## config.mk

```make
export PLATFORM = sky130hd
export DESIGN_NAME = spi_ml_master
export DESIGN_NICKNAME = d
export VERILOG_FILES = /design/src/rtl/spi_ml_master.sv
export SDC_FILE = /design/constraint.sdc
export NUM_CORES = 1
export LEC_CHECK = 0
export ABC_AREA = 1
export CORE_MARGIN = 2
export CORE_UTILIZATION = 59
export DETAILED_ROUTE_END_ITERATION = 16
export GPL_ROUTABILITY_DRIVEN = 0
export PLACE_DENSITY = 0.86
export RECOVER_POWER = 50
export SLEW_MARGIN = 0
export SYNTH_ARGS = -nofsm -noshare
export SYNTH_HDL_FRONTEND = slang
export SYNTH_SLANG_ARGS = --single-unit
```

## constraint.sdc

```tcl
create_clock -name clk -period 2.9 [get_ports clk]
set_input_delay 0.58 -clock clk [delete_from_list [all_inputs] [get_ports clk]]
set_output_delay 0.58 -clock clk [all_outputs]
set_load 0.005 [all_outputs]
```

## src/rtl/spi_ml_master.sv

```systemverilog
// spi_ml_master
//   SPI master (mode 0, MSB first) with 1, 2 or 4 data lanes. It takes words
//   from a valid/ready source and shifts them out on mosi. It captures the
//   same number of bits from miso. cs_n stays low across words until a word
//   flagged tx_last has been sent.
//
// Ports
//   clk, rst            clock and synchronous active-high reset
//   cfg_lanes, cfg_div  lane mode (0=1, 1=2, 2=4, 3=1 lane) and sclk half-period
//                       minus one; both are latched when a transaction starts
//   tx_valid/ready      word handshake; tx_data word, tx_last ends transaction
//   rx_valid, rx_data   one-cycle pulse with the captured word
//   busy                high while a transaction is in progress
//   sclk, cs_n          SPI clock (idle low) and chip select (active low)
//   mosi, mosi_oe       output lanes and per-lane output enables
//   miso                input lanes
module spi_ml_master #(
    parameter int DATA_W = 8,
    parameter int DIV_W  = 8
) (
    input  logic              clk,
    input  logic              rst,
    input  logic [1:0]        cfg_lanes,
    input  logic [DIV_W-1:0]  cfg_div,
    input  logic              tx_valid,
    output logic              tx_ready,
    input  logic [DATA_W-1:0] tx_data,
    input  logic              tx_last,
    output logic              rx_valid,
    output logic [DATA_W-1:0] rx_data,
    output logic              busy,
    output logic              sclk,
    output logic              cs_n,
    output logic [3:0]        mosi,
    output logic [3:0]        mosi_oe,
    input  logic [3:0]        miso
);

    localparam int CNT_W = (DATA_W > 2) ? $clog2(DATA_W) : 1;

    typedef enum logic [2:0] {
        S_IDLE,
        S_SETUP,
        S_HIGH,
        S_LOW,
        S_NEXT,
        S_HOLD,
        S_GAP
    } state_t;

    state_t             state;
    logic [1:0]         lanes_q;    // normalised: 0=1 lane, 1=2 lanes, 2=4 lanes
    logic [DIV_W-1:0]   div_q;
    logic [DIV_W-1:0]   half_cnt;
    logic [CNT_W-1:0]   bit_cnt;    // group index within the current word
    logic               last_q;
    logic [DATA_W-1:0]  tx_sh;
    logic [DATA_W-1:0]  rx_sh;

    logic [1:0]         acc_lanes;
    logic [DATA_W-1:0]  tx_next;
    logic [DATA_W-1:0]  rx_next;
    logic               half_done;
    logic               accept;

    // Reserved lane code 3 falls back to single-lane operation.
    function automatic logic [1:0] norm_lanes(input logic [1:0] code);
        return (code == 2'd3) ? 2'd0 : code;
    endfunction

    function automatic logic [3:0] lane_mask(input logic [1:0] l);
        case (l)
            2'd0:    return 4'h1;
            2'd1:    return 4'h3;
            default: return 4'hF;
        endcase
    endfunction

    // Top L bits of the word, right-aligned so mosi[L-1] carries the MSB.
    function automatic logic [3:0] top_group(input logic [DATA_W-1:0] w, input logic [1:0] l);
        case (l)
            2'd0:    return {3'b000, w[DATA_W-1]};
            2'd1:    return {2'b00, w[DATA_W-1 -: 2]};
            default: return w[DATA_W-1 -: 4];
        endcase
    endfunction

    function automatic logic [DATA_W-1:0] tx_shift(input logic [DATA_W-1:0] w, input logic [1:0] l);
        case (l)
            2'd0:    return {w[DATA_W-2:0], 1'b0};
            2'd1:    return {w[DATA_W-3:0], 2'b00};
            default: return {w[DATA_W-5:0], 4'h0};
        endcase
    endfunction

    function automatic logic [DATA_W-1:0] rx_shift(input logic [DATA_W-1:0] sh,
                                                   input logic [3:0] m, input logic [1:0] l);
        case (l)
            2'd0:    return {sh[DATA_W-2:0], m[0]};
            2'd1:    return {sh[DATA_W-3:0], m[1:0]};
            default: return {sh[DATA_W-5:0], m[3:0]};
        endcase
    endfunction

    function automatic logic [CNT_W-1:0] last_group(input logic [1:0] l);
        case (l)
            2'd0:    return CNT_W'(DATA_W - 1);
            2'd1:    return CNT_W'(DATA_W / 2 - 1);
            default: return CNT_W'(DATA_W / 4 - 1);
        endcase
    endfunction

    assign acc_lanes = norm_lanes(cfg_lanes);
    assign tx_next   = tx_shift(tx_sh, lanes_q);
    assign rx_next   = rx_shift(rx_sh, miso, lanes_q);
    assign half_done = (half_cnt == div_q);
    assign accept    = tx_valid && tx_ready;

    always_ff @(posedge clk) begin
        if (rst) begin
            state    <= S_IDLE;
            lanes_q  <= 2'd0;
            div_q    <= '0;
            half_cnt <= '0;
            bit_cnt  <= '0;
            last_q   <= 1'b0;
            tx_sh    <= '0;
            rx_sh    <= '0;
            tx_ready <= 1'b0;
            rx_valid <= 1'b0;
            rx_data  <= '0;
            busy     <= 1'b0;
            sclk     <= 1'b0;
            cs_n     <= 1'b1;
            mosi     <= 4'h0;
            mosi_oe  <= 4'h0;
        end else begin
            rx_valid <= 1'b0;
            case (state)
                S_IDLE: begin
                    tx_ready <= 1'b1;
                    if (accept) begin
                        lanes_q  <= acc_lanes;
                        div_q    <= cfg_div;
                        last_q   <= tx_last;
                        tx_sh    <= tx_data;
                        mosi     <= top_group(tx_data, acc_lanes);
                        mosi_oe  <= lane_mask(acc_lanes);
                        cs_n     <= 1'b0;
                        busy     <= 1'b1;
                        tx_ready <= 1'b0;
                        half_cnt <= '0;
                        bit_cnt  <= '0;
                        state    <= S_SETUP;
                    end
                end
                S_SETUP, S_LOW: begin
                    if (half_done) begin
                        half_cnt <= '0;
                        sclk     <= 1'b1;
                        state    <= S_HIGH;
                    end else begin
                        half_cnt <= half_cnt + 1'b1;
                    end
                end
                S_HIGH: begin
                    if (half_done) begin
                        // Falling edge: capture miso, then either shift the next group
                        // out or finish the word.
                        half_cnt <= '0;
                        sclk     <= 1'b0;
                        rx_sh    <= rx_next;
                        if (bit_cnt == last_group(lanes_q)) begin
                            rx_data  <= rx_next;
                            rx_valid <= 1'b1;
                            bit_cnt  <= '0;
                            if (last_q) begin
                                state <= S_HOLD;
                            end else begin
                                tx_ready <= 1'b1;
                                state    <= S_NEXT;
                            end
                        end else begin
                            bit_cnt <= bit_cnt + 1'b1;
                            tx_sh   <= tx_next;
                            mosi    <= top_group(tx_next, lanes_q);
                            state   <= S_LOW;
                        end
                    end else begin
                        half_cnt <= half_cnt + 1'b1;
                    end
                end
                S_NEXT: begin
                    // Stall with cs_n low; the following LOW phase is the data setup.
                    if (accept) begin
                        last_q   <= tx_last;
                        tx_sh    <= tx_data;
                        mosi     <= top_group(tx_data, lanes_q);
                        tx_ready <= 1'b0;
                        half_cnt <= '0;
                        state    <= S_LOW;
                    end
                end
                S_HOLD: begin
                    if (half_done) begin
                        half_cnt <= '0;
                        cs_n     <= 1'b1;
                        mosi     <= 4'h0;
                        mosi_oe  <= 4'h0;
                        state    <= S_GAP;
                    end else begin
                        half_cnt <= half_cnt + 1'b1;
                    end
                end
                S_GAP: begin
                    if (half_done) begin
                        half_cnt <= '0;
                        busy     <= 1'b0;
                        tx_ready <= 1'b1;
                        state    <= S_IDLE;
                    end else begin
                        half_cnt <= half_cnt + 1'b1;
                    end
                end
                default: begin
                    state <= S_IDLE;
                end
            endcase
        end
    end

endmodule

```

==> flow_summary.json, run 1 <==
{
  "cp.required_ns": 3.16,
  "r2r_slack_ns": 0.59,
  "grt_antenna_before_repair": 0,
  "clkTransAtPathRegs_ns": 0.07,
  "utilization_pct": 73.58,
  "clkPwrFrac_pct": 20.8,
  "cts_resized": 0,
  "powerDensity_nw_per_um2": 861.2,
  "syn_area_sq_um": 3237,
  "initial_core_util_pct": 62.19,
  "cts-buffers-inserted": 9,
  "ys_seq_elements": 59,
  "syn_nets": 508,
  "core_area_sq_um": 5205,
  "setup_tns_ns": 0,
  "rsz0062_at_grt": "no",
  "timing.final.crit_share_pct": 79.78,
  "async_flop_share_pct": 0,
  "pre_cts_slack_ns": 0.7041,
  "first_pass_iters": 5,
  "cts_tree": "built",
  "post_cts_buffers": 0,
  "vdd_drop_max_v": 0.0005012,
  "die_h_microns": 78.07,
  "drc_errors": 0,
  "ant_nets": 0,
  "insertion_delay_ns": 0.36,
  "hold_buffers": 0,
  "netlist_instances": 477,
  "wl_per_cell_microns": 13.13,
  "num_vias": 3248,
  "hold_violations": 0,
  "rows": 26,
  "avgViaCountPerCell": 5.450,
  "cts.sink_count": 59,
  "ys_warn_count": 0,
  "dp_hpwl_microns": 5583,
  "leakagePower_nw": 1.739,
  "crit_type": "input pin to flop",
  "start_kind": "input pin",
  "grt_pass1_vias": 3008,
  "intPower_mw": 1.816,
  "drive_above_1_share_pct": 7.985,
  "fin_skew_ns": 0.007553,
  "p_seq_share_pct": 34.6,
  "nets": 552,
  "synth_cell_type_count": 38,
  "maxCapViolCount": 0,
  "finalWorstSetupSlack_ns": 0.5862,
  "grt_max_degree": 25,
  "clock_path_buffers": 2,
  "multi_input_area_sq_um": 1665,
  "min_period_ns": 2.314,
  "p_sw_share_pct": 44.94,
  "max_slew.worst_pin.slew_ns": 0.9512,
  "hold_class": "flop to flop",
  "drtIter0Drc": 249,
  "timing.slew.headroom_pct": 36.58,
  "die_area_sq_um": 6095,
  "place.port_buffers": 46,
  "p_switching_mw": 1.482,
  "endpoint_kind": "flop",
  "io_pins": 47,
  "wl_microns": 7825,
  "grt_pass1_wl_microns": 13360,
  "diodes": 0,
  "grt_usage_pct": 27.89,
  "cp_max_fo": 24,
  "drv_slew": 0,
  "status": "finished, final reports clean",
  "synth.avg_cell_area_sq_um": 6.786,
  "fmax_ghz": 0.4322,
  "h-tree-depth": 3,
  "regArea_sq_um": 1181,
  "cts_root_buffer": "clkbuf_8",
  "yosysSeqAreaShare_pct": 36.49,
  "combPwrFrac_pct": 44.6,
  "crit_arrival_ns": 2.57,
  "synth_edf_count": 0,
  "synthFlopType": "dfxtp_1",
  "area_growth_pct": 18.32,
  "n_fill_cell": 445,
  "die_w_microns": 78.07,
  "setup_viol_count_final": 0,
  "grt_overflow": 0,
  "timing.hold.ws_ns": 0.4536
}
[stage by stage]
step | instances | power, mW | area (sq um)
after floorplan | 477 | 2.300 | 3237
after global placement | 580 | 2.588 | 3670
after detailed placement | 580 | 2.634 | 3670
after CTS | 596 | 3.326 | 3847
after global routing | 596 | 3.552 | 3830
final | 596 | 3.298 | 3830
[metal layers]
layer  up-vias  part of all wire, %  GRT usage, %
li1       1622                    -             -
met1      1487                   43         34.67
met2       120                   48         44.22
met3        19                  6.3         6.552
met4         0                  2.4         16.32
met5         -                    0             0
[synth_stat cells (2+ instances only)]
| library cell | n | area [sq um] |
|---|---|---|
| nand3_1 | 24 | 120.1 |
| clkbuf_8 | 3 | 41.29 |
| o21ai_0 | 38 | 190.2 |
| buf_2 | 2 | 10.01 |
| inv_1 | 53 | 198.9 |
| ha_1 | 5 | 62.56 |
| o211ai_1 | 2 | 15.01 |
| nand2_1 | 131 | 491.7 |
| xnor2_1 | 4 | 35.03 |
| xor2_1 | 2 | 17.52 |
| buf_4 | 2 | 15.01 |
| o221ai_1 | 6 | 52.55 |
| buf_6 | 5 | 56.30 |
| nor2_1 | 55 | 206.5 |
| inv_4 | 2 | 12.51 |
| nor2_8 | 2 | 40.04 |
| nor3_1 | 3 | 15.01 |
| a22oi_1 | 2 | 15.01 |
| clkbuf_1 | 4 | 15.01 |
| o22ai_1 | 4 | 25.02 |
| o21ai_1 | 3 | 15.01 |
| a21oi_1 | 37 | 185.2 |
| inv_2 | 6 | 22.52 |
| nor2_4 | 2 | 22.52 |
| nand2_2 | 5 | 31.28 |
| nand4_1 | 4 | 25.02 |
| nand2_4 | 2 | 22.52 |
| dfxtp_1 | 59 | 1181 |
[layout make-up]
class / instances / area share (%)
Clock inverter: 7 / 1.405
Clock buffer: 9 / 3.234
Timing Repair Buffer: 50 / 12.64
Inverter: 61 / 6.109
Tap cell: 70 / 2.287
Sequential cell: 59 / 30.84
Multi-Input combinational cell: 340 / 43.48
[registers in the layout (all words and copies together), names as in the netlist]
| register | flops |
|---|---|
| rx_data | 8 |
| half_cnt | 8 |
| busy | 1 |
| last_q | 1 |
| tx_ready | 1 |
| rx_sh | 7 |
| rx_valid | 1 |
| bit_cnt | 3 |
| cs_n | 1 |
| sclk | 1 |
| state | 3 |
| mosi | 4 |
| lanes_q | 2 |
| div_q | 8 |
| mosi_oe | 3 |
| tx_sh | 7 |
[layout by cell type (no fill, tap or decap), drive strengths merged, types with 5 or more instances in the layout]
cell type / n
dlygate4sd3: 22
clkdlybuf4s50: 24
nand2: 138
dfxtp: 59
o221ai: 6
a21oi: 38
nand3: 24
o21ai: 43
nor2: 60
ha: 5
clkbuf: 11
inv: 62
[worst max-delay path, stage by stage]
cell and delay [ns]:
dlygate4sd3_1 0.53, clkbuf_1 0.71, inv_1 0.14, clkbuf_2 0.35
nand3_1 0.19, nand2_1 0.07
[cells by family (layout without fill, tap and decap cells)]
kind of cell	count (synthesis)	in the layout	synth area share, %
XOR/XNOR	6	6	1.623
flip-flops	59	59	36.49
buffers and inverters	78	127	11.71
AND/OR/NAND/NOR	232	232	31.23
AO/OA/AOI/OAI	97	97	17.01
adder cells (fa/ha/maj)	5	5	1.933
[final timing paths]
path | from | to | cells past startpoint
worst max register to register | state[0] | div_q[6] | 7
worst min register to register | mosi_oe[0] | mosi_oe[0] | 2
worst min-delay path | mosi_oe[0] | mosi_oe[0] | 2
worst max-delay path | rst | rx_data[6] | 6
[power groups by stage]
stage	sequential [mW]	combinational, mW	clock (mW)
final	1.14	1.47	0.687
after global routing	1.16	1.67	0.726
after CTS	1.15	1.49	0.690
after detailed placement	1.16	1.47	0
after global placement	1.15	1.43	0
after floorplan	1.12	1.18	0
(Power assumes the default switching activity.)
==> inputs of run 2 (changes only) <==
--- a/config.mk
+++ b/config.mk
@@ -7,10 +7,10 @@
 export LEC_CHECK = 0
 export ABC_AREA = 1
 export CORE_MARGIN = 2
-export CORE_UTILIZATION = 59
+export CORE_UTILIZATION = 54
 export DETAILED_ROUTE_END_ITERATION = 16
 export GPL_ROUTABILITY_DRIVEN = 0
-export PLACE_DENSITY = 0.86
+export PLACE_DENSITY = 0.79
 export RECOVER_POWER = 50
 export SLEW_MARGIN = 0
 export SYNTH_ARGS = -nofsm -noshare
==> constraint.sdc (replaced) <==
create_clock -name clk -period 2.3 [get_ports clk]
set_input_delay 0.46 -clock clk [delete_from_list [all_inputs] [get_ports clk]]
set_output_delay 0.46 -clock clk [all_outputs]
set_load 0.005 [all_outputs]
==> run 2 against run 1 <==
Global-route usage decreased by 3.5 points. Combinational power is 27% higher. Die area grew 8.8%. Sequential share of layout area is 0.48 points lower. Sequential cell count unchanged. Count of clock-buffer cells in the layout up 2. Utilization down 7.1 points. Clock skew increased by 0.0019 ns. Cell area is 1.6% higher. Wire length shrank 2.3%. Critical path type is now flop to flop. Largest cell class unchanged. Largest power group unchanged.
==> flow_summary.json, run 2 (synthesis gave the netlist of run 1 again) <==
{
  "status": "finished, final reports clean",
  "cp.required_ns": 2.54,
  "regArea_sq_um": 1181,
  "max_slew.worst_pin.slew_ns": 0.6467,
  "leakagePower_nw": 1.773,
  "r2r-start": "half_cnt[2]",
  "setup.worst_path.start": "half_cnt[2]",
  "die_h_microns": 81.42,
  "num_vias": 3225,
  "fmax_ghz": 0.5078,
  "cts_resized": 0,
  "core_area_sq_um": 5851,
  "cts_root_buffer": "clkbuf_8",
  "r2r-end": "tx_sh[0]",
  "rows": 28,
  "rsz0062_at_grt": "no",
  "maxCapViolCount": 0,
  "drc_errors": 0,
  "io_pins": 47,
  "place.port_buffers": 46,
  "final_cell_mix": "nand2_1, dfxtp_1, nor2_1",
  "finalWorstSetupSlack_ns": 0.3306,
  "initial_core_util_pct": 55.33,
  "drv_slew": 0,
  "r2r_slack_ns": 0.33,
  "timing.slew.headroom_pct": 56.78,
  "clock_path_buffers": 2,
  "grt_pass1_wl_microns": 12570,
  "diodes": 0,
  "crit_type": "flop to flop",
  "ant_nets": 0,
  "setup_tns_ns": 0,
  "drive_above_1_share_pct": 8.539,
  "cts_tree": "built",
  "cts-buffers-inserted": 9,
  "insertion_delay_ns": 0.34,
  "pre_cts_slack_ns": 0.3170,
  "timing.final.crit_share_pct": 85.63,
  "first_pass_iters": 5,
  "multi_input_area_sq_um": 1674,
  "instances_no_fill": 602,
  "cp_max_fo": 11,
  "grt_max_degree": 17,
  "hold_class": "flop to flop",
  "min_period_ns": 1.969,
  "n_fill_cell": 522,
  "worstRegToRegCells": 8,
  "endpoint_kind": "flop",
  "grt_usage_pct": 24.42,
  "post_cts_buffers": 0,
  "powerDensity_nw_per_um2": 1100,
  "wl_per_cell_microns": 12.70,
  "hold_violations": 0,
  "crit_arrival_ns": 2.21,
  "hold_buffers": 0,
  "fin_skew_ns": 0.009444,
  "grt_pass1_vias": 2920,
  "avgViaCountPerCell": 5.357,
  "cts.sink_count": 59,
  "top_regs": "div_q: 8 flops, half_cnt: 8 flops, rx_data: 8 flops",
  "final_common_cell": "nand2_1",
  "area_growth_pct": 20.18,
  "place_inst": 587,
  "vdd_drop_max_v": 0.0006807,
  "grt_antenna_before_repair": 0,
  "endpoint": "tx_sh[0]",
  "grt_overflow": 0,
  "die_w_microns": 81.42,
  "die_area_sq_um": 6629,
  "h-tree-depth": 3,
  "dp_hpwl_microns": 5515,
  "setup_viol_count_final": 0,
  "clkTransAtPathRegs_ns": 0.07,
  "drtIter0Drc": 198,
  "nets": 554,
  "start_kind": "flop",
  "wl_microns": 7646
}
==> run 2: worst min path at each step <==
stage,startpoint,endpoint,slack (ns),depth (start not counted)
2_1_floorplan,tx_sh[6],tx_sh[6],0.43,2
3_3_place_gp,mosi_oe[0],mosi_oe[0],0.44,2
4_1_cts,tx_sh[6],tx_sh[6],0.46,2
3_5_place_dp,cs_n,cs_n,0.44,2
5_1_grt,cs_n,cs_n,0.49,2
6_report,tx_sh[6],tx_sh[6],0.45,2
==> run 2: final cells by class <==
cell class | instances | area share, %
clock buffer | 11 | 3.892
clock inverter | 4 | 1.287
inverter | 61 | 6.015
multi-input combinational | 340 | 43.04
sequential | 59 | 30.36
tap | 75 | 2.412
timing repair buffer | 52 | 12.99
==> run 2: metrics by stage <==
step | utilization (%) | total power [mW] | cell area (sq um) | hold WS (ns)
floorplan | - | 2.900 | 3237 | 0.4264
global placement | 63.09 | 3.274 | 3691 | 0.4432
detailed placement | 63.09 | 3.323 | 3691 | 0.4450
CTS | 66.53 | 4.310 | 3892 | 0.4560
global route | 66.49 | 4.588 | 3890 | 0.4883
finish | 66.49 | 4.279 | 3890 | 0.4511
==> run 2: critical path, cell delays in order (launching register included) <==
cell and delay, ns:
dfxtp_1 0.43, xnor2_1 0.14, nand2_1 0.06, nor2_1 0.09, nand2_1 0.38, o21ai_4 0.45, inv_2 0.11, a21oi_1 0.14
nor2_1 0.06
==> run 2: power breakdown <==
part	switching [mW]	internal [mW]
combinational	1.22	0.655
sequential	0.179	1.26
clock	0.418	0.551
total	1.81	2.47
==> run 2: layer usage <==
metal / global-route usage (%) / routed length (microns)
met5: 0 / 0
met4: 13.22 / 177
met3: 4.945 / 457
met2: 40.74 / 3560
met1: 29.48 / 3450
==> inputs of run 3 (changes only) <==
--- a/config.mk
+++ b/config.mk
@@ -12,6 +12,7 @@
 export GPL_ROUTABILITY_DRIVEN = 0
 export PLACE_DENSITY = 0.79
 export RECOVER_POWER = 50
+export SKIP_LAST_GASP = 1
 export SLEW_MARGIN = 0
 export SYNTH_ARGS = -nofsm -noshare
 export SYNTH_HDL_FRONTEND = slang
==> results of run 3 <==
Same layout as run 2: the final DEF is identical, and so are final timing and power.
